### config.mk
export PLATFORM = sky130hd
export DESIGN_NAME = ps2_scancode_decoder_flat
export DESIGN_NICKNAME = d
export VERILOG_FILES = /design/src/rtl/ps2_scancode_decoder_if.sv /design/src/rtl/ps2_scancode_decoder.sv /design/src/flat_wrapper.sv
export SDC_FILE = /design/constraint.sdc
export NUM_CORES = 1
export LEC_CHECK = 0
export ABC_AREA = 0
export CAP_MARGIN = 40
export CORE_ASPECT_RATIO = 1.2
export CORE_MARGIN = 2
export CORE_UTILIZATION = 23
export DETAILED_ROUTE_END_ITERATION = 7
export SLEW_MARGIN = 10
export SYNTH_ARGS = -nofsm -noshare
export SYNTH_HDL_FRONTEND = slang
export SYNTH_SLANG_ARGS = --single-unit
### constraint.sdc
create_clock -name clk -period 5.5 [get_ports clk]
set_clock_uncertainty 0.2 [all_clocks]
set_input_delay 0.55 -clock clk [delete_from_list [all_inputs] [get_ports clk]]
set_output_delay 0.55 -clock clk [all_outputs]
set_load 0.1 [all_outputs]
### src/rtl/ps2_scancode_decoder_if.sv
// Pad inputs and single-cycle editing events between the PS/2 front end and input_buffer.
// PS2_SCANCODE_DECODER_PARITY_CHECK_EN adds the parity_error event.
interface ps2_scancode_decoder_if #(
    parameter int SYMBOL_WIDTH = 7
);
    logic                    ps2_clk;
    logic                    ps2_dat;
    logic                    left;
    logic                    right;
    logic                    backspace;
    logic [SYMBOL_WIDTH-1:0] symbol;
`ifdef PS2_SCANCODE_DECODER_PARITY_CHECK_EN
    logic                    parity_error;

    modport master (input ps2_clk, ps2_dat, output left, right, backspace, symbol, parity_error);
    modport slave  (output ps2_clk, ps2_dat, input left, right, backspace, symbol, parity_error);
`else
    modport master (input ps2_clk, ps2_dat, output left, right, backspace, symbol);
    modport slave  (output ps2_clk, ps2_dat, input left, right, backspace, symbol);
`endif
endinterface

### src/rtl/ps2_scancode_decoder.sv
// PS/2 keyboard receiver and scan code set 2 decoder producing editing events and ASCII symbols.
// Optional frame validation is enabled by PS2_SCANCODE_DECODER_PARITY_CHECK_EN.
module ps2_scancode_decoder #(
    parameter int SYMBOL_WIDTH   = 7,
    parameter int FILTER_CYCLES  = 8,
    parameter int TIMEOUT_CYCLES = 50000
) (
    input  logic                  clk,
    input  logic                  rst,
    ps2_scancode_decoder_if.master bus
);
    localparam int FW = $clog2(FILTER_CYCLES + 1);
    localparam int TW = $clog2(TIMEOUT_CYCLES + 1);

    typedef enum logic [1:0] {IDLE, DATA, PARITY, STOP} state_t;

    logic          clk_meta_reg, clk_sync_reg, dat_meta_reg, dat_sync_reg;
    logic [FW-1:0] filt_cnt_reg;
    logic          filt_clk_reg, filt_prev_reg;
    logic          fall;

    always_ff @(posedge clk) begin
        if (rst) begin
            clk_meta_reg  <= 1'b1;
            clk_sync_reg  <= 1'b1;
            dat_meta_reg  <= 1'b1;
            dat_sync_reg  <= 1'b1;
            filt_cnt_reg  <= '0;
            filt_clk_reg  <= 1'b1;
            filt_prev_reg <= 1'b1;
        end else begin
            clk_meta_reg  <= bus.ps2_clk;
            clk_sync_reg  <= clk_meta_reg;
            dat_meta_reg  <= bus.ps2_dat;
            dat_sync_reg  <= dat_meta_reg;
            filt_prev_reg <= filt_clk_reg;
            // The filtered level only follows after FILTER_CYCLES consecutive disagreeing samples.
            if (clk_sync_reg == filt_clk_reg) begin
                filt_cnt_reg <= '0;
            end else if (filt_cnt_reg == FW'(FILTER_CYCLES - 1)) begin
                filt_clk_reg <= clk_sync_reg;
                filt_cnt_reg <= '0;
            end else begin
                filt_cnt_reg <= filt_cnt_reg + 1'b1;
            end
        end
    end

    assign fall = filt_prev_reg & ~filt_clk_reg;

    state_t        state_reg, state_next;
    logic [2:0]    bit_cnt_reg, bit_cnt_next;
    logic [7:0]    sr_reg, sr_next;
    logic [7:0]    byte_reg, byte_next;
    logic [TW-1:0] to_reg, to_next;
    logic          byte_valid_reg, byte_valid_next;
`ifdef PS2_SCANCODE_DECODER_PARITY_CHECK_EN
    logic          par_reg, par_next;
    logic          perr_stage_reg, perr_stage_next;
    logic          parity_error_reg;
`endif

    always_ff @(posedge clk) begin
        if (rst) begin
            state_reg      <= IDLE;
            bit_cnt_reg    <= '0;
            sr_reg         <= '0;
            byte_reg       <= '0;
            to_reg         <= '0;
            byte_valid_reg <= 1'b0;
`ifdef PS2_SCANCODE_DECODER_PARITY_CHECK_EN
            par_reg          <= 1'b0;
            perr_stage_reg   <= 1'b0;
            parity_error_reg <= 1'b0;
`endif
        end else begin
            state_reg      <= state_next;
            bit_cnt_reg    <= bit_cnt_next;
            sr_reg         <= sr_next;
            byte_reg       <= byte_next;
            to_reg         <= to_next;
            byte_valid_reg <= byte_valid_next;
`ifdef PS2_SCANCODE_DECODER_PARITY_CHECK_EN
            par_reg          <= par_next;
            perr_stage_reg   <= perr_stage_next;
            parity_error_reg <= perr_stage_reg;
`endif
        end
    end

    always_comb begin
        state_next      = state_reg;
        bit_cnt_next    = bit_cnt_reg;
        sr_next         = sr_reg;
        byte_next       = byte_reg;
        to_next         = to_reg;
        byte_valid_next = 1'b0;
`ifdef PS2_SCANCODE_DECODER_PARITY_CHECK_EN
        par_next        = par_reg;
        perr_stage_next = 1'b0;
`endif
        case (state_reg)
            IDLE: begin
                to_next = '0;
                if (fall && !dat_sync_reg) begin
                    state_next   = DATA;
                    bit_cnt_next = '0;
                end
            end
            DATA: if (fall) begin
                sr_next      = {dat_sync_reg, sr_reg[7:1]};
                bit_cnt_next = bit_cnt_reg + 3'd1;
                if (bit_cnt_reg == 3'd7) state_next = PARITY;
            end
            PARITY: if (fall) begin
`ifdef PS2_SCANCODE_DECODER_PARITY_CHECK_EN
                par_next   = dat_sync_reg;
`endif
                state_next = STOP;
            end
            STOP: if (fall) begin
                state_next = IDLE;
                byte_next  = sr_reg;
`ifdef PS2_SCANCODE_DECODER_PARITY_CHECK_EN
                if ((^{sr_reg, par_reg}) && dat_sync_reg) byte_valid_next = 1'b1;
                else                                      perr_stage_next = 1'b1;
`else
                byte_valid_next = 1'b1;
`endif
            end
            default: state_next = IDLE;
        endcase
        // A stalled keyboard mid-frame drops the partial byte.
        if (state_reg != IDLE) begin
            if (fall)                                   to_next = '0;
            else if (to_reg == TW'(TIMEOUT_CYCLES - 1)) begin
                state_next = IDLE;
                to_next    = '0;
            end else                                    to_next = to_reg + 1'b1;
        end
    end

    function automatic logic [7:0] plain_map(input logic [7:0] code, input logic shifted);
        logic [7:0] s;
        s = 8'h00;
        case (code)
            8'h45: s = shifted ? 8'h29 : 8'h30;
            8'h16: s = shifted ? 8'h00 : 8'h31;
            8'h1E: s = shifted ? 8'h00 : 8'h32;
            8'h26: s = shifted ? 8'h00 : 8'h33;
            8'h25: s = shifted ? 8'h00 : 8'h34;
            8'h2E: s = shifted ? 8'h00 : 8'h35;
            8'h36: s = shifted ? 8'h5E : 8'h36;
            8'h3D: s = shifted ? 8'h00 : 8'h37;
            8'h3E: s = shifted ? 8'h2A : 8'h38;
            8'h46: s = shifted ? 8'h28 : 8'h39;
            8'h22: s = 8'h78;
            8'h4E: s = 8'h2D;
            8'h55: s = shifted ? 8'h2B : 8'h00;
            8'h4A: s = 8'h2F;
            8'h49: s = 8'h2E;
            8'h79: s = 8'h2B;
            8'h7C: s = 8'h2A;
            8'h7B: s = 8'h2D;
            default: s = 8'h00;
        endcase
        return s;
    endfunction

    logic                    ext_reg, ext_next, brk_reg, brk_next, shift_reg, shift_next;
    logic                    left_reg, left_next, right_reg, right_next, bs_reg, bs_next;
    logic [SYMBOL_WIDTH-1:0] symbol_reg, symbol_next;
    logic [7:0]              sym8;

    always_comb begin
        ext_next   = ext_reg;
        brk_next   = brk_reg;
        shift_next = shift_reg;
        left_next  = 1'b0;
        right_next = 1'b0;
        bs_next    = 1'b0;
        sym8       = 8'h00;
        if (byte_valid_reg) begin
            if (byte_reg == 8'hE0) begin
                ext_next = 1'b1;
            end else if (byte_reg == 8'hF0) begin
                brk_next = 1'b1;
            end else begin
                ext_next = 1'b0;
                brk_next = 1'b0;
                if (!ext_reg && (byte_reg == 8'h12 || byte_reg == 8'h59)) begin
                    shift_next = !brk_reg;
                end else if (!brk_reg) begin
                    if (ext_reg) begin
                        case (byte_reg)
                            8'h6B:   left_next  = 1'b1;
                            8'h74:   right_next = 1'b1;
                            8'h4A:   sym8       = 8'h2F;
                            default: ;
                        endcase
                    end else if (byte_reg == 8'h66) begin
                        bs_next = 1'b1;
                    end else begin
                        sym8 = plain_map(byte_reg, shift_reg);
                    end
                end
            end
        end
        symbol_next = SYMBOL_WIDTH'(sym8);
    end

    always_ff @(posedge clk) begin
        if (rst) begin
            ext_reg    <= 1'b0;
            brk_reg    <= 1'b0;
            shift_reg  <= 1'b0;
            left_reg   <= 1'b0;
            right_reg  <= 1'b0;
            bs_reg     <= 1'b0;
            symbol_reg <= '0;
        end else begin
            ext_reg    <= ext_next;
            brk_reg    <= brk_next;
            shift_reg  <= shift_next;
            left_reg   <= left_next;
            right_reg  <= right_next;
            bs_reg     <= bs_next;
            symbol_reg <= symbol_next;
        end
    end

    assign bus.left      = left_reg;
    assign bus.right     = right_reg;
    assign bus.backspace = bs_reg;
    assign bus.symbol    = symbol_reg;
`ifdef PS2_SCANCODE_DECODER_PARITY_CHECK_EN
    assign bus.parity_error = parity_error_reg;
`endif
endmodule

### src/flat_wrapper.sv
// flat-port wrapper written by rule: the top's interface ports become plain ports
module ps2_scancode_decoder_flat 
#(
    parameter int SYMBOL_WIDTH   = 7,
    parameter int FILTER_CYCLES  = 8,
    parameter int TIMEOUT_CYCLES = 50000
)
  (clk, rst, bus_ps2_clk, bus_ps2_dat, bus_left, bus_right, bus_backspace, bus_symbol);
  ps2_scancode_decoder_if #(.SYMBOL_WIDTH(SYMBOL_WIDTH)) bus_i ();
  input  logic clk;
  input  logic rst;
  input wire logic [$bits(bus_i.ps2_clk)-1:0] bus_ps2_clk;
  input wire logic [$bits(bus_i.ps2_dat)-1:0] bus_ps2_dat;
  output wire logic [$bits(bus_i.left)-1:0] bus_left;
  output wire logic [$bits(bus_i.right)-1:0] bus_right;
  output wire logic [$bits(bus_i.backspace)-1:0] bus_backspace;
  output wire logic [$bits(bus_i.symbol)-1:0] bus_symbol;
  assign bus_i.ps2_clk = bus_ps2_clk;
  assign bus_i.ps2_dat = bus_ps2_dat;
  assign bus_left = bus_i.left;
  assign bus_right = bus_i.right;
  assign bus_backspace = bus_i.backspace;
  assign bus_symbol = bus_i.symbol;
  ps2_scancode_decoder #(.SYMBOL_WIDTH(SYMBOL_WIDTH), .FILTER_CYCLES(FILTER_CYCLES), .TIMEOUT_CYCLES(TIMEOUT_CYCLES)) u_core (.clk(clk), .rst(rst), .bus(bus_i));
endmodule
==> metrics.log, run 1 <==
[metrics] Final Hold Fails: 0
[metrics] Power, Total: 1.02 mW
[metrics] power density normalized to cell area: between 200 and 300 nW/um^2
[metrics] Synth warnings: 0
[metrics] worst setup slack after placement: 3.16 ns
[metrics] FF+latch count, synth: 61
[metrics] clock tree from TritonCTS: built
[metrics] switching power summed over all nets: roughly 220 uW
[metrics] worst slew pin tran: about 0.77 ns
[metrics] part of the cycle the worst path needs: a little over two fifths
[metrics] peak clock frequency supported by timing: 0.432 GHz
[metrics] proportion of layout cells with a drive suffix above 1: 13.1%
[metrics] clock sinks: just over 60
[metrics] critical path's largest stage delay: a little over 0.8 ns
[metrics] class of the tightest hold or removal check: reg2reg
[metrics] vias in the first global route: 2302
[metrics] post-route core utilization: 28.5%
[metrics] remaining design rule violation count: 0
[metrics] WP buf/inv: 0
[metrics] final total negative setup slack: 0 ns
[metrics] compound-gate portion of the synthesized area: between 10 and 15%
[metrics] proportion of synthesized chip area in sequential cells: approximately 40%
[metrics] final layout net count: 385
[metrics] initial antenna violation count: 0
[metrics] count of hold buffers inserted by post-cts repair: 0
[metrics] DIE WIDTH: roughly 110 um
[metrics] root cell of the clock tree: sky130_fd_sc_hd__clkbuf_16
[metrics] post-CTS setup repair buffer count: 0
[metrics] kind of start point of the critical path: flip-flop
[metrics] clock period minus worst slack: 2.31 ns
[metrics] cells traversed along the worst timing path: nand3b_1 > o22ai_1 > nand2_2 > a41oi_4 > o21a_1
[metrics] worst-case clock buffer depth: 2
[metrics] worst hold start: u_core.dat_meta_reg
[metrics] Antenna Violating Nets Remaining: 0
[metrics] number of diodes added for antenna fixing: 0
[metrics] number of enable flip-flop cells after synthesis: 0
[metrics] commonest non-fill, non-tap cells in the layout: sky130_fd_sc_hd__dfxtp_1, sky130_fd_sc_hd__nor2_1, sky130_fd_sc_hd__nand2_1
[metrics] Starting Density: between 20% and 30%
[metrics] die height: between 100 and 150 um
[metrics] capture endpoint of the worst hold path: u_core.dat_sync_reg
[metrics] library cells used by synthesis: 59
[metrics] Avg Synthesized Cell Area: ~8.4 um^2
[metrics] Filler Cells Inserted: about 1400
[metrics] Slowest-stage cell, CP: sky130_fd_sc_hd__dfxtp_1
[metrics] last weighted congestion value of the routability-driven placer: ~0.86
[metrics] per-cell via count in the routed design: 4.67
[metrics] Cells on Worst Hold Path: 1
[metrics] number of clock buffers inserted by TritonCTS: 9
[metrics] Syn Inst Count: around 360
[metrics] classification of the worst setup path: reg2reg
[metrics] Largest delay share family, worst path: compound AO/OA/AOI/OAI gates
[metrics] power share of the sequential group: 43.4%
[metrics] number of vias after detailed routing: 2570
[metrics] reg2reg path depth: 5
[metrics] result of the run: complete, no violations
[metrics] maximum level of the CTS H-tree: 3
[metrics] Maximum Capacitance Violations: 0
[metrics] CP max FO: 24
[metrics] Floorplan Core Area: 13100 um^2
[metrics] worst supply voltage drop on vdd: 0.000116 V
[metrics] asr flop ratio synth: 0%
[metrics] Area Growth Syn to Fin: 22.5%
[metrics] number of port buffers: 13
[metrics] share of synthesized cell area in full adder, half adder and majority cells: around 1.6%
[metrics] global route overflow: 0
[metrics] most frequently used flop master after synthesis: sky130_fd_sc_hd__dfxtp_1
[metrics] synthesized-area fraction occupied by xor and xnor cells: slightly above 5%
[metrics] cell area after synthesis: 3040 um^2
[metrics] smallest setup slack after layout: roughly 3.2 ns
[metrics] global-route usage over all layers: 9.52%
[metrics] worst reg2reg path startpoint: u_core.byte_reg[3]
[metrics] endpoint arrival time on the critical path: roughly 2.4 ns
[metrics] clock group share of total power: 55.7%
[metrics] placement-stage cell area: approximately 3400 um^2
[metrics] Worst setup EP type: flip-flop
[metrics] maximum number of pins on one net before global-route repair: 33
[metrics] post-route cell area: between 3000 and 4000 um^2
[metrics] number of standard-cell rows in the floorplan: between 40 and 50
[metrics] most common cell after layout, fill and taps aside: sky130_fd_sc_hd__dfxtp_1
[metrics] Initial DRT Pass Iterations: 4
[metrics] Clk Latency, worst-skew pair: 0.33 ns
[metrics] number of DRC markers in iteration 0: roughly 150
[metrics] flip-flop count of the largest register after layout: 16
[metrics] worst reg-to-reg setup slack: between 3 and 4 ns
[metrics] Clock Pin Slew Worst Setup and Hold Paths: approximately 0.050 ns
[metrics] fraction of power consumed by combinational cells: less than 1%
[metrics] Top-Level Pins: 14
[metrics] unrepaired setup endpoints after global routing: false
[metrics] multiplexer share of the synthesized area: 0%
[metrics] area enclosed by the die boundary: about 14000 um^2
[metrics] Worst EP required: 5.57 ns
[metrics] standby leakage power: roughly 1.2 nW
[metrics] Detailed Route WL: around 6300 um
[metrics] Slew Limit Headroom: 48.8%
[metrics] largest family of logic cells by synthesized area: simple AND/OR/NAND/NOR gates
[metrics] Mapped Nets: about 370
[metrics] global-route wire length before repair: between 10000 and 15000 um
[metrics] post-cts sizing count: 0
[metrics] Final Max Tran Viols: 0
[metrics] simple-gate portion of the synthesized area: roughly a third
[metrics] routed wirelength normalized by instance count: ~12 um
[metrics] worst flop-to-flop path endpoint: u_core.bus.symbol[6]
[metrics] Switching Fraction: about 21%
[metrics] detailed placement HPWL: ~4500 um
[metrics] final count of negative-setup-slack endpoints: 0
[metrics] internal power: roughly 800 uW
synth_stat cells (all sizes together) (2+ instances only):
| cell | instances | area share [%] |
|---|---|---|
| or3 | 3 | 0.62 |
| and4b | 2 | 0.66 |
| a22oi | 2 | 0.49 |
| nor4 | 5 | 1.5 |
| dfxtp | 61 | 40 |
| or2 | 5 | 1.0 |
| a21oi | 26 | 4.3 |
| nand2b | 9 | 1.9 |
| a211o | 2 | 0.62 |
| buf | 12 | 3.1 |
| or4 | 2 | 0.49 |
| o31ai | 2 | 0.49 |
| nand4bb | 2 | 0.91 |
| o21a | 3 | 0.74 |
| nor2b | 2 | 0.41 |
| nand4 | 5 | 1.0 |
| clkbuf | 10 | 1.2 |
| ha | 4 | 1.6 |
| nand4b | 2 | 0.58 |
| o21ai | 9 | 1.6 |
| xnor2 | 9 | 2.6 |
| a2111oi | 2 | 0.99 |
| nor4b | 4 | 1.4 |
| or4b | 4 | 1.6 |
| or2b | 3 | 0.82 |
| xor2 | 9 | 2.6 |
| nor3 | 16 | 2.8 |
| a21o | 5 | 1.2 |
| nand3b | 4 | 1.1 |
| nor2 | 48 | 6.0 |
| inv | 8 | 0.99 |
| nand3 | 17 | 2.8 |
| a211oi | 3 | 0.74 |
| nand2 | 47 | 5.9 |
| and3 | 5 | 1.0 |
| o22ai | 4 | 0.82 |
kinds of logic after synthesis:
logic type / after synthesis
flops: 61
buf+inv: 30
xor+xnor: 18
fa+ha+maj: 4
simple gates: 188
compound gates: 63
power by group through the flow:
stage / clock network [mW] / logic, mW / registers (mW)
after global routing: 0.608 / 0.0102 / 0.444
after floorplan: 0 / 0.00586 / 0.454
after global placement: 0 / 0.00906 / 0.454
after detailed placement: 0 / 0.00914 / 0.454
final: 0.570 / 0.00910 / 0.444
after CTS: 0.587 / 0.00920 / 0.444
per-layer routing:
metal  routed length [um]  track usage [%]
met3                  211             2.95
met2                 3040             15.1
met4                  158             4.37
met5                    0                0
met1                 2930             11.8
worst max-delay path by stage:
stage / from / to / slack (ns) / depth (start not counted)
2_1_floorplan: u_core.byte_reg[4] / u_core.bus.symbol[4] / 3.61 / 6
3_3_place_gp: rst / u_core.to_reg[4] / 3.22 / 5
3_5_place_dp: rst / u_core.to_reg[8] / 3.16 / 5
4_1_cts: u_core.byte_reg[3] / u_core.bus.symbol[6] / 3.22 / 5
5_1_grt: u_core.byte_reg[3] / u_core.bus.symbol[6] / 3.03 / 5
6_report: u_core.byte_reg[3] / u_core.bus.symbol[6] / 3.19 / 5
stage by stage:
step	cells	hold WS [ns]
6_report	550	0.212
5_1_grt	550	0.226
4_1_cts	550	0.216
3_5_place_dp	534	0.203
3_3_place_gp	524	0.192
2_1_floorplan	364	0.189
layout make-up:
cell class / instances / area [um^2] / share of cell area (%)
clock buffer: 9 / 225 / 6.04
clock inverter: 7 / 81.3 / 2.18
inverter: 8 / 30.0 / 0.806
multi-input combinational: 273 / 1660 / 44.5
sequential: 61 / 1220 / 32.8
tap: 168 / 210 / 5.64
timing repair buffer: 24 / 300 / 8.06
No activity file was read; power rests on OpenSTA's default activity.
==> inputs of run 2 (changes only) <==
==> constraint.sdc (replaced) <==
create_clock -name clk -period 2.4 [get_ports clk]
set_clock_uncertainty 0.2 [all_clocks]
set_input_delay 0.24 -clock clk [delete_from_list [all_inputs] [get_ports clk]]
set_output_delay 0.24 -clock clk [all_outputs]
set_load 0.1 [all_outputs]
==> run 2 against run 1 <==
Compared with the run above: sequential power rose by 130%; first-iteration DRC count is 19% lower; non-clock buffer count down 2; clock power increased by 120%; die area unchanged; total power grew 130%; critical path type unchanged.
==> metrics.log, run 2 (same netlist as run 1, synthesis figures left out) <==
[metrics] Slew Limit Headroom: 66.4% (+18 points)
[metrics] vias in the first global route: 2441 (+6.0%)
[metrics] clock tree from TritonCTS: built
[metrics] number of vias after detailed routing: 2591 (+0.82%)
[metrics] Final Hold Fails: 0 (unchanged)
[metrics] final total negative setup slack: 0 ns (unchanged)
[metrics] Power, Total: 2.32 mW (+130%)
[metrics] power density normalized to cell area: 646 nW/um^2 (+140%)
[metrics] last weighted congestion value of the routability-driven placer: 0.880 (+1.9%)
[metrics] Top-Level Pins: 14 (unchanged)
[metrics] number of port buffers: 13 (unchanged)
[metrics] number of DRC markers in iteration 0: 124 (-19%)
[metrics] clock sinks: 61 (unchanged)
[metrics] kind of start point of the critical path: flip-flop
[metrics] Area Growth Syn to Fin: 18.1%
[metrics] maximum level of the CTS H-tree: 3 (unchanged)
[metrics] clock period minus worst slack: 2.20 ns (-0.117 ns)
[metrics] cell count after placement: 532 (-0.37%)
[metrics] routed wirelength normalized by instance count: 12.0 um (+3.8%)
[metrics] number of diodes added for antenna fixing: 0 (unchanged)
[metrics] area enclosed by the die boundary: 14200 um^2 (unchanged)
[metrics] peak clock frequency supported by timing: 0.455 GHz (+5.3%)
[metrics] unrepaired setup endpoints after global routing: false
[metrics] number of standard-cell rows in the floorplan: 46 (unchanged)
[metrics] classification of the worst setup path: reg2reg
[metrics] Worst EP required: 2.46 ns (-3.11 ns)
[metrics] number of clock buffers inserted by TritonCTS: 9 (unchanged)
[metrics] worst supply voltage drop on vdd: 0.000279 V (+140%)
[metrics] worst slew pin tran: 0.497 ns (-0.271 ns)
[metrics] Detailed Route WL: 6550 um (+3.5%)
[metrics] proportion of layout cells with a drive suffix above 1: 15.3% (+2.2 points)
[metrics] maximum number of pins on one net before global-route repair: 27 (-18%)
[metrics] cells traversed along the worst timing path: or4b_1 > nor2_2 > nor2_1 > a41oi_4 > o21a_1
[metrics] endpoint arrival time on the critical path: 2.26 ns (-0.12 ns)
[metrics] Clk Latency, worst-skew pair: 0.32 ns (about the same)
[metrics] initial antenna violation count: 0 (unchanged)
[metrics] Antenna Violating Nets Remaining: 0 (unchanged)
[metrics] Largest delay share family, worst path: simple AND/OR/NAND/NOR gates
[metrics] global-route wire length before repair: 11200 um (+3.8%)
[metrics] detailed placement HPWL: 4810 um (+6.5%)
[metrics] class of the tightest hold or removal check: reg2reg
[metrics] critical path's largest stage delay: 0.63 ns (-0.19 ns)
[metrics] global-route usage over all layers: 9.90% (+0.38 points)
[metrics] global route overflow: 0 (unchanged)
[metrics] WP buf/inv: 0 (unchanged)
[metrics] Worst setup EP type: flip-flop
[metrics] Final Max Tran Viols: 0 (unchanged)
[metrics] final count of negative-setup-slack endpoints: 0 (unchanged)
[metrics] Initial DRT Pass Iterations: 4 (unchanged)
[metrics] Filler Cells Inserted: 1373 (-1.2%)
[metrics] final-layout worst hold slack: 0.210 ns (-0.00212 ns)
[metrics] Starting Density: 23.3% (unchanged)
[metrics] worst-case clock buffer depth: 2 (unchanged)
[metrics] count of hold buffers inserted by post-cts repair: 0 (unchanged)
[metrics] commonest non-fill, non-tap cells in the layout: sky130_fd_sc_hd__dfxtp_1, sky130_fd_sc_hd__nor2_1, sky130_fd_sc_hd__nand2_1
[metrics] Floorplan Core Area: 13100 um^2 (unchanged)
[metrics] most common cell after layout, fill and taps aside: sky130_fd_sc_hd__dfxtp_1
[metrics] post-route core utilization: 27.5% (-1.0 points)
[metrics] root cell of the clock tree: sky130_fd_sc_hd__clkbuf_16
[metrics] post-CTS setup repair buffer count: 0 (unchanged)
[metrics] Maximum Capacitance Violations: 0 (unchanged)
[metrics] standby leakage power: 1.21 nW (-1.4%)
[metrics] Clock Pin Slew Worst Setup and Hold Paths: 0.06 ns (about the same)
[metrics] remaining design rule violation count: 0 (unchanged)
[metrics] part of the cycle the worst path needs: 91.6% (+49 points)
[metrics] DIE WIDTH: 109 um (unchanged)
[metrics] post-cts sizing count: 0 (unchanged)
[metrics] die height: 130 um (unchanged)
[metrics] final std cells w/o fill: 548 (-0.36%)
[metrics] final layout net count: 383 (-0.52%)
[metrics] flip-flop count of the largest register after layout: 16 (unchanged)
[metrics] CP max FO: 14 (-42%)
[metrics] result of the run: complete, no violations
[metrics] Slowest-stage cell, CP: sky130_fd_sc_hd__or4b_1
[metrics] per-cell via count in the routed design: 4.73 (+1.2%)
[run 2: layer usage]
layer	track usage, %	share of wire (%)
met5	0	0
met4	4.37	3.7
met3	2.70	4.1
met2	16.8	48
met1	11.6	44
[run 2: worst register-to-register path, stage by stage, from the launching register on]
cell and delay (ns):
sky130_fd_sc_hd__dfxtp_1 0.57, sky130_fd_sc_hd__or4b_1 0.63, sky130_fd_sc_hd__nor2_2 0.20, sky130_fd_sc_hd__nor2_1 0.11, sky130_fd_sc_hd__a41oi_4 0.26, sky130_fd_sc_hd__o21a_1 0.17
[run 2: cell type report]
| type | instances | area (um^2) | area share [%] |
|---|---|---|---|
| inverters | 8 | 30.0 | 0.836 |
| flip-flops and latches | 61 | 1220 | 34.0 |
| repair buffers | 22 | 173 | 4.81 |
| clock buffers | 9 | 225 | 6.27 |
| clock inverters | 7 | 73.8 | 2.06 |
| well taps | 168 | 210 | 5.85 |
| multi-input cells | 273 | 1660 | 46.2 |
[run 2: worst paths after layout]
kind	to	startpoint	cells after the start	slack, ns
max	u_core.bus.symbol[6]	u_core.byte_reg[6]	5	0.20
min	u_core.dat_sync_reg	u_core.dat_meta_reg	1	0.21
max reg2reg	u_core.bus.symbol[6]	u_core.byte_reg[6]	5	0.20
min reg2reg	u_core.dat_sync_reg	u_core.dat_meta_reg	1	0.21
[run 2: where the power goes]
part / internal (mW) / leakage (nW) / switching [mW]
logic: 0.0104 / 0.568 / 0.0115
clock network: 0.806 / 0.146 / 0.475
registers: 1.02 / 0.492 / 0.00163
total: 1.83 / 1.21 / 0.488
[run 2: metrics by stage]
step | cell area [um^2] | setup WS [ns]
after floorplan | 3040 | 0.509
after global placement | 3290 | 0.260
after detailed placement | 3290 | 0.224
after CTS | 3590 | 0.201
after global routing | 3590 | 0.0503
final | 3590 | 0.203
==> inputs of run 3 (changes only) <==
--- a/config.mk
+++ b/config.mk
@@ -11,7 +11,7 @@
 export CORE_MARGIN = 2
 export CORE_UTILIZATION = 23
 export DETAILED_ROUTE_END_ITERATION = 7
-export SLEW_MARGIN = 10
+export GPL_ROUTABILITY_DRIVEN = 0
 export SYNTH_ARGS = -nofsm -noshare
 export SYNTH_HDL_FRONTEND = slang
 export SYNTH_SLANG_ARGS = --single-unit
==> constraint.sdc (replaced) <==
create_clock -name clk -period 2.7 [get_ports clk]
set_clock_uncertainty 0.2 [all_clocks]
set_input_delay 0.27 -clock clk [delete_from_list [all_inputs] [get_ports clk]]
set_output_delay 0.27 -clock clk [all_outputs]
set_load 0.1 [all_outputs]
==> run 3 against run 2 <==
Compared with the run above: critical path type unchanged; global-route usage shrank 0.64 points; non-clock buffer count shrank 5; register-to-register slack gained 0.27 ns; clock power shrank 4%; critical endpoint is now u_core.bus.symbol[0]; cell count shrank 0.91%.
==> metrics.log, run 3 (same netlist as run 1, synthesis figures left out) <==
[metrics] cell count along the critical path: 5 (unchanged)
[metrics] post-CTS setup repair buffer count: 0 (unchanged)
[metrics] final layout net count: 378 (-1.3%)
[metrics] worst hold start: u_core.clk_meta_reg
[metrics] final-layout worst hold slack: 0.208 ns (-0.00185 ns)
[metrics] number of DRC markers in iteration 0: 142 (+15%)
[metrics] post-route core utilization: 27.4% (-0.086 points)
[metrics] commonest non-fill, non-tap cells in the layout: sky130_fd_sc_hd__dfxtp_1, sky130_fd_sc_hd__nor2_1, sky130_fd_sc_hd__nand2_1
[metrics] Largest delay share family, worst path: flip-flops
[metrics] Cells on Worst Hold Path: 1 (unchanged)
[metrics] Top-Level Pins: 14 (unchanged)
[metrics] worst supply voltage drop on vdd: 0.000286 V (+2.6%)
[metrics] final total negative setup slack: 0 ns (unchanged)
[metrics] classification of the worst setup path: reg2reg
[metrics] Clock Pin Slew Worst Setup and Hold Paths: 0.05 ns (about the same)
[metrics] internal power: 1.74 mW (-4.9%)
[metrics] part of the cycle the worst path needs: 82.4% (-9.2 points)
[metrics] global-route wire length before repair: 10700 um (-5.0%)
[metrics] Worst setup EP type: flip-flop
[metrics] clock period minus worst slack: 2.22 ns (+0.0273 ns)
[metrics] flip-flop count of the largest register after layout: 16 (unchanged)
[metrics] proportion of layout cells with a drive suffix above 1: 14.1% (-1.1 points)
[metrics] fraction of power consumed by combinational cells: 0.8% (about the same)
[metrics] worst slew pin tran: 0.741 ns (+0.244 ns)
[metrics] number of port buffers: 13 (unchanged)
[metrics] maximum number of pins on one net before global-route repair: 32 (+19%)
[metrics] CP max FO: 18 (+4)
[metrics] power density normalized to cell area: 601 nW/um^2 (-7.1%)
[metrics] Initial DRT Pass Iterations: 5 (+1)
[metrics] routed wirelength normalized by instance count: 11.6 um (-2.7%)
[metrics] Area Growth Syn to Fin: 17.7%
[metrics] global route overflow: 0 (unchanged)
[metrics] clock sinks: 61 (unchanged)
[metrics] unrepaired setup endpoints after global routing: false
[metrics] Antenna Violating Nets Remaining: 0 (unchanged)
[metrics] peak clock frequency supported by timing: 0.449 GHz (-1.2%)
[metrics] Worst EP required: 2.72 ns (+0.26 ns)
[metrics] standby leakage power: 1.20 nW (-0.83%)
[metrics] Floorplan Core Area: 13100 um^2 (unchanged)
[metrics] reg2reg path depth: 5 (unchanged)
[metrics] kind of start point of the critical path: flip-flop
[metrics] detailed placement HPWL: 4510 um (-6.3%)
[metrics] clock tree from TritonCTS: built
[metrics] global-route usage over all layers: 9.26% (-0.64 points)
[metrics] Final Hold Fails: 0 (unchanged)
[metrics] Power, Total: 2.15 mW (-7.4%)
[metrics] result of the run: complete, no violations
[metrics] endpoint arrival time on the critical path: 2.24 ns (-0.02 ns)
[metrics] number of diodes added for antenna fixing: 0 (unchanged)
[metrics] number of clock buffers inserted by TritonCTS: 9 (unchanged)
[metrics] worst flop-to-flop path endpoint: u_core.bus.symbol[0]
[metrics] switching power summed over all nets: 408 uW (-16%)
[metrics] WP buf/inv: 0 (unchanged)
[metrics] post-cts sizing count: 0 (unchanged)
[metrics] Slew Limit Headroom: 50.5% (-16 points)
[metrics] Clk Latency, worst-skew pair: 0.32 ns (about the same)
[metrics] area enclosed by the die boundary: 14200 um^2 (unchanged)
[metrics] most common cell after layout, fill and taps aside: sky130_fd_sc_hd__dfxtp_1
[metrics] vias in the first global route: 2383 (-2.4%)
[metrics] power share of the sequential group: 42.1% (-1.8 points)
[metrics] Switching Fraction: 19.0% (-2.1 points)
[metrics] DIE WIDTH: 109 um (unchanged)
[metrics] maximum level of the CTS H-tree: 3 (unchanged)
[metrics] final count of negative-setup-slack endpoints: 0 (unchanged)
[metrics] remaining design rule violation count: 0 (unchanged)
[metrics] worst-case clock buffer depth: 2 (unchanged)
[metrics] Slowest-stage cell, CP: sky130_fd_sc_hd__dfxtp_1
[metrics] number of vias after detailed routing: 2537 (-2.1%)
[metrics] clock group share of total power: 57.0% (+1.8 points)
[metrics] Starting Density: 23.3% (unchanged)
[metrics] number of standard-cell rows in the floorplan: 46 (unchanged)
[metrics] worst reg2reg path startpoint: u_core.byte_reg[2]
[metrics] capture endpoint of the worst hold path: u_core.clk_sync_reg
[metrics] root cell of the clock tree: sky130_fd_sc_hd__clkbuf_16
[metrics] class of the tightest hold or removal check: reg2reg
[metrics] initial antenna violation count: 0 (unchanged)
[metrics] critical path's largest stage delay: 0.80 ns (+0.17 ns)
[metrics] count of hold buffers inserted by post-cts repair: 0 (unchanged)
[metrics] Maximum Capacitance Violations: 0 (unchanged)
[metrics] die height: 130 um (unchanged)
[metrics] Detailed Route WL: 6320 um (-3.6%)
[metrics] worst reg-to-reg setup slack: 0.48 ns (+0.27 ns)
[metrics] Final Max Tran Viols: 0 (unchanged)
[metrics] per-cell via count in the routed design: 4.67 (-1.2%)
[metrics] cells traversed along the worst timing path: xor2_1 > and4_1 > nor3_2 > a41oi_4 > a21o_1
run 3: metal layers:
layer  vias up  track usage (%)  routed length, um
li1       1286                -                  -
met2        77             15.4               3030
met5         -                0                  0
met3        20             3.30                338
met4         0             4.15                205
met1      1154             10.7               2740
run 3: cell type report:
class | count | area, um^2
clock buffers | 10 | 239
clock inverters | 6 | 86.3
fillers | 1384 | 9490
inverters | 8 | 30.0
multi-input cells | 273 | 1660
flip-flops and latches | 61 | 1220
well taps | 168 | 210
repair buffers | 17 | 135
run 3: power groups by stage:
stage | registers [mW] | clock network (mW) | logic (mW)
2_1_floorplan | 0.924 | 0 | 0.0119
3_3_place_gp | 0.925 | 0 | 0.0183
3_5_place_dp | 0.925 | 0 | 0.0185
4_1_cts | 0.905 | 1.26 | 0.0185
5_1_grt | 0.905 | 1.32 | 0.0203
6_report | 0.906 | 1.23 | 0.0181
run 3: stage by stage:
stage | std cells | instance area (um^2) | worst slack, ns
after floorplan | 364 | 3040 | 0.809
after global placement | 527 | 3250 | 0.566
after detailed placement | 527 | 3250 | 0.494
after CTS | 543 | 3580 | 0.488
after global routing | 543 | 3580 | 0.330
final | 543 | 3580 | 0.475
run 3: how the worst max path moves through the flow:
stage                       start                   end  slack (ns)
2_1_floorplan  u_core.byte_reg[4]  u_core.bus.symbol[4]        0.81
3_3_place_gp   u_core.byte_reg[2]  u_core.bus.symbol[5]        0.57
3_5_place_dp   u_core.byte_reg[2]  u_core.bus.symbol[0]        0.49
4_1_cts        u_core.byte_reg[2]  u_core.bus.symbol[0]        0.49
5_1_grt          u_core.to_reg[0]      u_core.to_reg[8]        0.33
6_report       u_core.byte_reg[2]  u_core.bus.symbol[0]        0.48
